**config.mk**
```make
export PLATFORM = sky130hd
export DESIGN_NAME = bin_to_bcd_seq
export DESIGN_NICKNAME = d
export VERILOG_FILES = /design/src/rtl/bcd_pkg.sv /design/src/rtl/bcd_digit_adjust.sv /design/src/rtl/bin_to_bcd_seq.sv
export SDC_FILE = /design/constraint.sdc
export NUM_CORES = 1
export LEC_CHECK = 0
export BUFFER_PORTS_ARGS = -buffer_cell sky130_fd_sc_hd__buf_2
export CORE_MARGIN = 3
export CORE_UTILIZATION = 45
export CTS_BUF_LIST = sky130_fd_sc_hd__clkbuf_8 sky130_fd_sc_hd__clkbuf_16
export DETAILED_ROUTE_END_ITERATION = 8
export PLACE_DENSITY = 0.65
export SETUP_SLACK_MARGIN = 0.3
export SLEW_MARGIN = 5
export SYNTH_ARGS = -nofsm -noshare
export SYNTH_HDL_FRONTEND = slang
export SYNTH_SLANG_ARGS = --single-unit
export TNS_END_PERCENT = 50
```
**constraint.sdc**
```tcl
create_clock -name clk -period 4.4 [get_ports clk]
set_input_delay 0.22 -clock clk [delete_from_list [all_inputs] [get_ports clk]]
set_output_delay 0.22 -clock clk [all_outputs]
set_load 0.05 [all_outputs]
```
**src/rtl/bcd_pkg.sv**
```systemverilog
// Shared types and constants for the sequential binary-to-BCD converter.
package bcd_pkg;

    typedef enum logic [1:0] {IDLE, SHIFT, DONE} conv_state_t;

    localparam int unsigned BCD_DIGIT_W = 4;
    localparam logic [3:0]  BCD_BLANK   = 4'hF;

    function automatic longint unsigned pow10(input int unsigned n);
        longint unsigned r;
        r = 1;
        for (int unsigned i = 0; i < n; i++) begin
            r = r * 10;
        end
        return r;
    endfunction

endpackage

```
**src/rtl/bcd_digit_adjust.sv**
```systemverilog
// Double-dabble digit correction: add 3 to any digit of 5 or more before the shift.
module bcd_digit_adjust
    import bcd_pkg::*;
(
    input  logic [BCD_DIGIT_W-1:0] i_digit,
    output logic [BCD_DIGIT_W-1:0] o_digit
);

    // Inputs never exceed 9, so the 4-bit sum tops out at 12 without a carry.
    always_comb begin
        o_digit = (i_digit >= 4'd5) ? i_digit + 4'd3 : i_digit;
    end

endmodule

```
**src/rtl/bin_to_bcd_seq.sv**
```systemverilog
// Sequential binary-to-BCD converter, one bit per clock, with optional leading-zero blanking.
module bin_to_bcd_seq
    import bcd_pkg::*;
#(
    parameter int unsigned BIN_W      = 8,
    parameter int unsigned DIGITS     = 3,
    parameter int unsigned LEAD_BLANK = 0
) (
    input  logic                  clk,
    input  logic                  rst,
    input  logic                  start,
    input  logic [BIN_W-1:0]      bin_in,
    output logic                  busy,
    output logic                  done,
    output logic [4*DIGITS-1:0]   bcd_out
);

    localparam int unsigned     SCR_W   = BCD_DIGIT_W * DIGITS;
    localparam int unsigned     CNT_W   = $clog2(BIN_W + 1);
    localparam longint unsigned MAX_BIN = (longint'(1) << BIN_W) - 1;

    generate
        if (!(pow10(DIGITS) > MAX_BIN)) begin : g_bad_digits
            $error("bin_to_bcd_seq: DIGITS too small to hold 2**BIN_W - 1");
        end
    endgenerate

    conv_state_t        r_state;
    conv_state_t        w_state_nxt;
    logic [CNT_W-1:0]   r_cnt;
    logic [BIN_W-1:0]   r_sh_bin;
    logic [SCR_W-1:0]   r_scratch;
    logic [SCR_W-1:0]   r_bcd;
    logic [SCR_W-1:0]   w_adj;
    logic [SCR_W-1:0]   w_scr_nxt;
    logic [BIN_W-1:0]   w_sh_nxt;
    logic [SCR_W-1:0]   w_bcd_fmt;
    logic               w_last;
    logic               w_lead;

    generate
        for (genvar g = 0; g < DIGITS; g++) begin : g_adj
            bcd_digit_adjust u_adj (
                .i_digit (r_scratch[BCD_DIGIT_W*g +: BCD_DIGIT_W]),
                .o_digit (w_adj[BCD_DIGIT_W*g +: BCD_DIGIT_W])
            );
        end
    endgenerate

    assign w_scr_nxt = {w_adj[SCR_W-2:0], r_sh_bin[BIN_W-1]};
    assign w_sh_nxt  = r_sh_bin << 1;
    assign w_last    = (r_cnt == CNT_W'(1));

    // Blank zeros from the top digit down until the first non-zero; ones digit always shown.
    always_comb begin
        w_bcd_fmt = w_scr_nxt;
        w_lead    = 1'b1;
        if (LEAD_BLANK != 0) begin
            for (int k = int'(DIGITS) - 1; k >= 1; k--) begin
                if (w_lead && (w_scr_nxt[BCD_DIGIT_W*k +: BCD_DIGIT_W] == 4'd0)) begin
                    w_bcd_fmt[BCD_DIGIT_W*k +: BCD_DIGIT_W] = BCD_BLANK;
                end else begin
                    w_lead = 1'b0;
                end
            end
        end
    end

    always_ff @(posedge clk) begin
        if (rst) begin
            r_state <= IDLE;
        end else begin
            r_state <= w_state_nxt;
        end
    end

    always_comb begin
        w_state_nxt = r_state;
        unique case (r_state)
            IDLE:    if (start)  w_state_nxt = SHIFT;
            SHIFT:   if (w_last) w_state_nxt = DONE;
            DONE:    w_state_nxt = IDLE;
            default: w_state_nxt = IDLE;
        endcase
    end

    always_comb begin
        busy = (r_state != IDLE);
        done = (r_state == DONE);
    end

    // Result is loaded on the final shift so it is already visible during the done pulse.
    always_ff @(posedge clk) begin
        if (rst) begin
            r_cnt     <= '0;
            r_sh_bin  <= '0;
            r_scratch <= '0;
            r_bcd     <= '0;
        end else begin
            case (r_state)
                IDLE: begin
                    if (start) begin
                        r_sh_bin  <= bin_in;
                        r_scratch <= '0;
                        r_cnt     <= CNT_W'(BIN_W);
                    end
                end
                SHIFT: begin
                    r_sh_bin  <= w_sh_nxt;
                    r_scratch <= w_scr_nxt;
                    r_cnt     <= r_cnt - CNT_W'(1);
                    if (w_last) begin
                        r_bcd <= w_bcd_fmt;
                    end
                end
                default: ;
            endcase
        end
    end

    assign bcd_out = r_bcd;

endmodule

```
Word-level counts from Yosys, hierarchy flattened
Index checks and enable logic that the tools add are counted.

word-level totals
  flip-flop bits (word level) = 38
  latch bits = 0
  memory bits (writable) = 0
  bits in read-only memories = 0
  bits of input ports = 11
  logic and storage cells = 35
  memories kept = 0

cells by class
  $add $sub $neg = 4
  multiply operators = 0
  div/mod/pow operators = 0
  magnitude comparators = 3
  equality and inequality tests = 5
  shift operators = 0
  mux-type cells = 12
  bitwise operators = 0
  reduce and logical (&&, ||, !) cells = 6

operators with widths
  operator                                                                count
  12-bit case mux with 2 select lines                                     1
  8-bit case mux with 2 select lines                                      1
  4-bit by 3-bit >= comparator with 1-bit output (second input constant)  3
  12-bit 2-to-1 mux                                                       1
  4-bit 2-to-1 mux                                                        3
  4-bit by 2-bit adder with 4-bit output (second input constant)          2
  8-bit 2-to-1 mux                                                        1
  4-bit case mux with 2 select lines                                      1
  2-bit AND reduction                                                     3
  4-bit by 1-bit equality test with 1-bit output (second input constant)  1
  2-bit 2-to-1 mux                                                        2
  2-bit != test (second input constant)                                   2
  2-bit case mux with 2 select lines                                      1
  2-bit nonzero test                                                      2
  4-bit by 1-bit subtractor with 4-bit output (second input constant)     1
  3-bit by 2-bit adder with 3-bit output (second input constant)          1
  3-bit 2-to-1 mux                                                        1
  2-bit by 1-bit equality test with 1-bit output (second input constant)  1
  2-bit equality test (second input constant)                             1
  2-bit zero test                                                         1

Depth between registers and ports, before layout
  depth in word-level cells = 3
  mapped depth = 6

Cells and area by module
Synthesis repeated with hierarchy kept, for this count alone.

unflattened totals
  cells, all modules = 204
  area total of the unflattened synthesis = 1844.3 um^2

modules (own cells, without submodules)
  module            times used  cells an instance  area an instance (um^2)
  bin_to_bcd_seq    1           156                1540.2
  bcd_digit_adjust  3           16                 101.3

Least setup slack after synthesis
No wires, ideal clock.

  path kind = flip-flop to flip-flop
  from = register r_scratch[0]
  to = register r_scratch[2]
  data arrival time = 1.482 ns
  data required time = 4.340 ns
  slack = 2.859 ns
  stages on the path, launching flop included = 7
  clock period less this slack = 1.541 ns
  cells stage by stage = dfxtp_1 -> inv_1 -> ha_1 -> nand2b_1 -> a21oi_1 -> mux2_2 -> a2bb2o_1

between the ends
  longest elaborated chain between the ends = 3

ends and longest elaborated chain
  element                                                                                                          line                    source
  from (decl)                                                                                                      bin_to_bcd_seq.sv:32    logic [SCR_W-1:0] r_scratch;
  from (signal assigned)                                                                                           bin_to_bcd_seq.sv:110   r_scratch <= w_scr_nxt;
  4-bit by 2-bit adder with 4-bit output / 4-bit by 3-bit >= comparator with 1-bit output (equally long branches)  bcd_digit_adjust.sv:11  o_digit = (i_digit >= 4'd5) ? i_digit + 4'd3 : i_digit;
  4-bit 2-to-1 mux (*)                                                                                             bcd_digit_adjust.sv:11
  12-bit case mux with 2 select lines (*)                                                                          bin_to_bcd_seq.sv:100   case (r_state)

Every way passes the cells marked *; elsewhere a longest branch is shown, timed or not.
A chain may end at the register's enable or synchronous reset.

Final worst setup path
  from = register r_state[0]
  to = register r_bcd[2], in the netlist bcd_out[2]

between the ends
  longest elaborated chain between the ends = 2

ends and longest elaborated chain
  element                                         line                   source
  from (decl)                                     bin_to_bcd_seq.sv:28   conv_state_t r_state;
  from (signal assigned)                          bin_to_bcd_seq.sv:73   r_state <= w_state_nxt;
  2-bit by 1-bit equality test with 1-bit output  bin_to_bcd_seq.sv:100
  2-bit AND reduction (no line)                   --
  to (signal assigned)                            bin_to_bcd_seq.sv:113  r_bcd <= w_bcd_fmt;
  to (decl)                                       bin_to_bcd_seq.sv:33   logic [SCR_W-1:0] r_bcd;

Every way passes these cells.

==> flow_metrics.env <==
export IMPL_crit_slowest_cell="nor4b_4"
export IMPL_switching_power_uw=171.2
export IMPL_core_mm2=0.003521
export IMPL_max_slew_margin_pct=28.07
export IMPL_place_hpwl_mm=2.632
export IMPL_antenna_found_initial=0
export IMPL_grt_max_degree=32
export IMPL_syn_inst=183
export IMPL_die_w_um=67.88
export IMPL_syn_area_mm2=0.001723
export IMPL_pwr_share_comb_pct=11.4
export IMPL_holdPathEnd="r_sh_bin[1]$_SDFFE_PP0P_"
export IMPL_grt_overflow_total=0
export IMPL_diodes=0
export IMPL_synthDistinctLibCells=30
export IMPL_holdBufCountCts=0
export IMPL_viasPerCell=5.693
export IMPL_grt_first_pass_wirelength_mm=6.403
export IMPL_start_util_pct=48.93
export IMPL_period_share_pct=54.67
export IMPL_fmax_ghz=0.4157
export IMPL_cp_max_fo=18
export IMPL_drive_gt1_share_pct=19.51
export IMPL_slew_violations=0
export IMPL_cts_resized=0
export IMPL_fillers=346
export IMPL_die_y_um=67.88
export IMPL_max_stage_delay_ns=0.96
export IMPL_final_cell_mix="dfxtp_1 (38), nor2_1 (25), buf_2 (24)"
export IMPL_cts_setup_buffers=0
export IMPL_ctsRootBufferMaster="clkbuf_8"
export IMPL_r2r_start="r_state[0]$_SDFFE_PP0P_"
export IMPL_layout_commonest_cell="dfxtp_1"
export IMPL_intPower_uw=508.8
export IMPL_synthesis_nets=202
export IMPL_grt_pass1_vias=1435
export IMPL_finalPower_uw=680.1
export IMPL_gp_congestion=0.8059
export IMPL_cts_made_buffers=5
export IMPL_cts_tree="yes"
export IMPL_drt_initial_drc_count=87
export IMPL_wl_mm=3.801
export IMPL_finClkSkew_ns=0.007987
export IMPL_io_pins=25
export IMPL_clk_pin_slew_ns=0.07
export IMPL_status="complete, no violations"
export IMPL_crit_required_ns=4.61
export IMPL_fin_crit_ns=2.405
export IMPL_insertion_delay_ns=0.29
export IMPL_critPathKind="flip-flop to flip-flop"
export IMPL_whs_path_depth=3
export IMPL_hp_start="bin_in[1]"
export IMPL_fp_row_count=21
export IMPL_leakage_uw=0.0007542
export IMPL_seqPwrFrac_pct=54.3
export IMPL_placedInstanceArea_mm2=0.001868
export IMPL_vias=1429
export IMPL_hold_slack_ns=0.2068
export IMPL_cp_data_arrival_time_ns=2.62
export IMPL_setup_violations=0
export IMPL_clockBufferDepth=2
export IMPL_io_buffers=24
export IMPL_wl_per_cell_um=15.14
export IMPL_crit_path_start_kind="flip-flop"
export IMPL_rr_worst_depth=4
export IMPL_power_density_mw_per_mm2=348.6
export IMPL_worstReg2RegEnd="bcd_out[2]$_SDFFE_PP0P_"
export IMPL_final_area_mm2=0.001951
export IMPL_cp_cell_sequence="nand2b_1, nor4b_4, nand2b_2, o22ai_1"
export IMPL_p_sw_share_pct=25.18
export IMPL_route_detailed_drc=0
export IMPL_pwr_share_clk_pct=34.3
export IMPL_final_nets=225
export IMPL_synth_area_per_cell_um2=9.415
export IMPL_synth_seq_cells=38
export IMPL_ant_nets=0
export IMPL_die_area_mm2=0.004607
export IMPL_irDropWorstVdd_mv=0.2204
export IMPL_hp_class="input pin to flip-flop"
export IMPL_worst_slew_pin_slew_ns=1.074
export IMPL_ys_warnings_count=0
export IMPL_hold_violations=0
export IMPL_area_growth_pct=13.22
export IMPL_cts_sinks=38
export IMPL_max_cap_violations=0
export IMPL_setup_tns_final_ns=0
export IMPL_end_kind="flip-flop"
export IMPL_yosysSeqAreaShare_pct=44.15
export IMPL_r2r_slack_ns=1.99
export IMPL_rsz0062_at_grt="no"
export IMPL_cts_max_level=2
export IMPL_grt_usage_pct=18.84
export IMPL_drtPass1Iterations=4
[final cells by class]
cell class	count	area [µm²]	share of cell area (%)
Timing Repair Buffer	24	120.1	6.158
Multi-Input combinational cell	127	892.1	45.73
Sequential cell	38	760.7	39.00
Inverter	10	37.54	1.924
Tap cell	46	57.56	2.951
Clock buffer	6	82.58	4.233
[layer usage]
| layer | track usage, % | wire [µm] | vias to the layer above |
|---|---|---|---|
| met1 | 22.08 | 1697 | 675 |
| met3 | 4.433 | 149 | 4 |
| met2 | 31.83 | 1911 | 35 |
| met4 | 9.926 | 43 | 0 |
| li1 | - | - | 715 |
| met5 | 0 | 0 | - |
[through the flow]
| step | setup WS [ns] | instances | util (%) |
|---|---|---|---|
| 2_1_floorplan | 2.859 | 183 | - |
| 6_report | 1.995 | 251 | 55.40 |
| 3_3_place_gp | 2.137 | 245 | 53.06 |
| 3_5_place_dp | 2.013 | 245 | 53.06 |
| 4_1_cts | 2.060 | 251 | 55.40 |
| 5_1_grt | 1.735 | 251 | 55.40 |
[synth_stat cells]
cell type / count / area share [%]
a211oi_1: 6 / 2.6
a21oi_1: 9 / 2.6
a22o_1: 1 / 0.51
a22oi_1: 4 / 1.7
a2bb2o_1: 1 / 0.58
a2bb2oi_1: 3 / 1.5
a311oi_1: 1 / 0.51
a32o_1: 3 / 1.7
buf_2: 2 / 0.58
clkbuf_1: 6 / 1.3
dfxtp_1: 38 / 44
ha_1: 8 / 5.8
inv_1: 10 / 2.2
mux2_2: 4 / 2.6
mux2i_1: 1 / 0.58
nand2_1: 1 / 0.22
nand2b_1: 11 / 4.0
nand2b_2: 1 / 0.51
nand3b_1: 1 / 0.44
nor2_1: 25 / 5.4
nor2b_1: 4 / 1.5
nor3_1: 5 / 1.5
nor3b_1: 5 / 2.2
nor4b_4: 1 / 1.4
o21ai_0: 3 / 0.87
o22ai_1: 8 / 2.9
o2bb2ai_1: 8 / 4.1
o32ai_1: 6 / 3.1
or2_2: 4 / 1.5
xnor2_1: 3 / 1.5
[registers in the layout, summed over array words and instances, names as in the netlist]
register	cells
r_cnt	4
r_sh_bin	8
r_state	2
bcd_out	12
r_scratch	12
[cells by family (layout without fill, tap and decap cells)]
| group | after synthesis | after routing | share of synthesized area, % |
|---|---|---|---|
| XOR/XNOR | 3 | 3 | 1.525 |
| multiplexers | 5 | 5 | 3.195 |
| flip-flops | 38 | 38 | 44.15 |
| AO/OA/AOI/OAI | 53 | 53 | 22.73 |
| buffers and inverters | 18 | 40 | 4.067 |
| AND/OR/NAND/NOR | 58 | 58 | 18.52 |
| adder cells (fa/ha/maj) | 8 | 8 | 5.810 |
[critical path, delay by kind of cell, from the launching register on]
family | cells | cell delay (ns)
AND/OR/NAND/NOR | 3 | 1.49
flip-flops | 1 | 0.58
AO/OA/AOI/OAI | 1 | 0.25
[power by group through the flow]
stage,combinational (µW),clock [µW],sequential [µW]
6_report,77.9,233,369
5_1_grt,86.5,254,371
4_1_cts,78.2,241,369
3_5_place_dp,77.9,0,377
3_3_place_gp,75.9,0,376
2_1_floorplan,56.3,0,378
[worst max-delay path by stage]
stage / endpoint / slack, ns / from
floorplan: r_scratch[2]$_SDFFE_PP0P_ / 2.86 / r_scratch[0]$_SDFFE_PP0P_
global placement: bcd_out[6]$_SDFFE_PP0P_ / 2.14 / r_state[0]$_SDFFE_PP0P_
detailed placement: bcd_out[2]$_SDFFE_PP0P_ / 2.01 / r_state[0]$_SDFFE_PP0P_
CTS: bcd_out[2]$_SDFFE_PP0P_ / 2.06 / r_state[0]$_SDFFE_PP0P_
global route: bcd_out[5]$_SDFFE_PP0P_ / 1.74 / r_state[0]$_SDFFE_PP0P_
finish: bcd_out[2]$_SDFFE_PP0P_ / 1.99 / r_state[0]$_SDFFE_PP0P_
No activity file was read; power rests on OpenSTA's default activity.
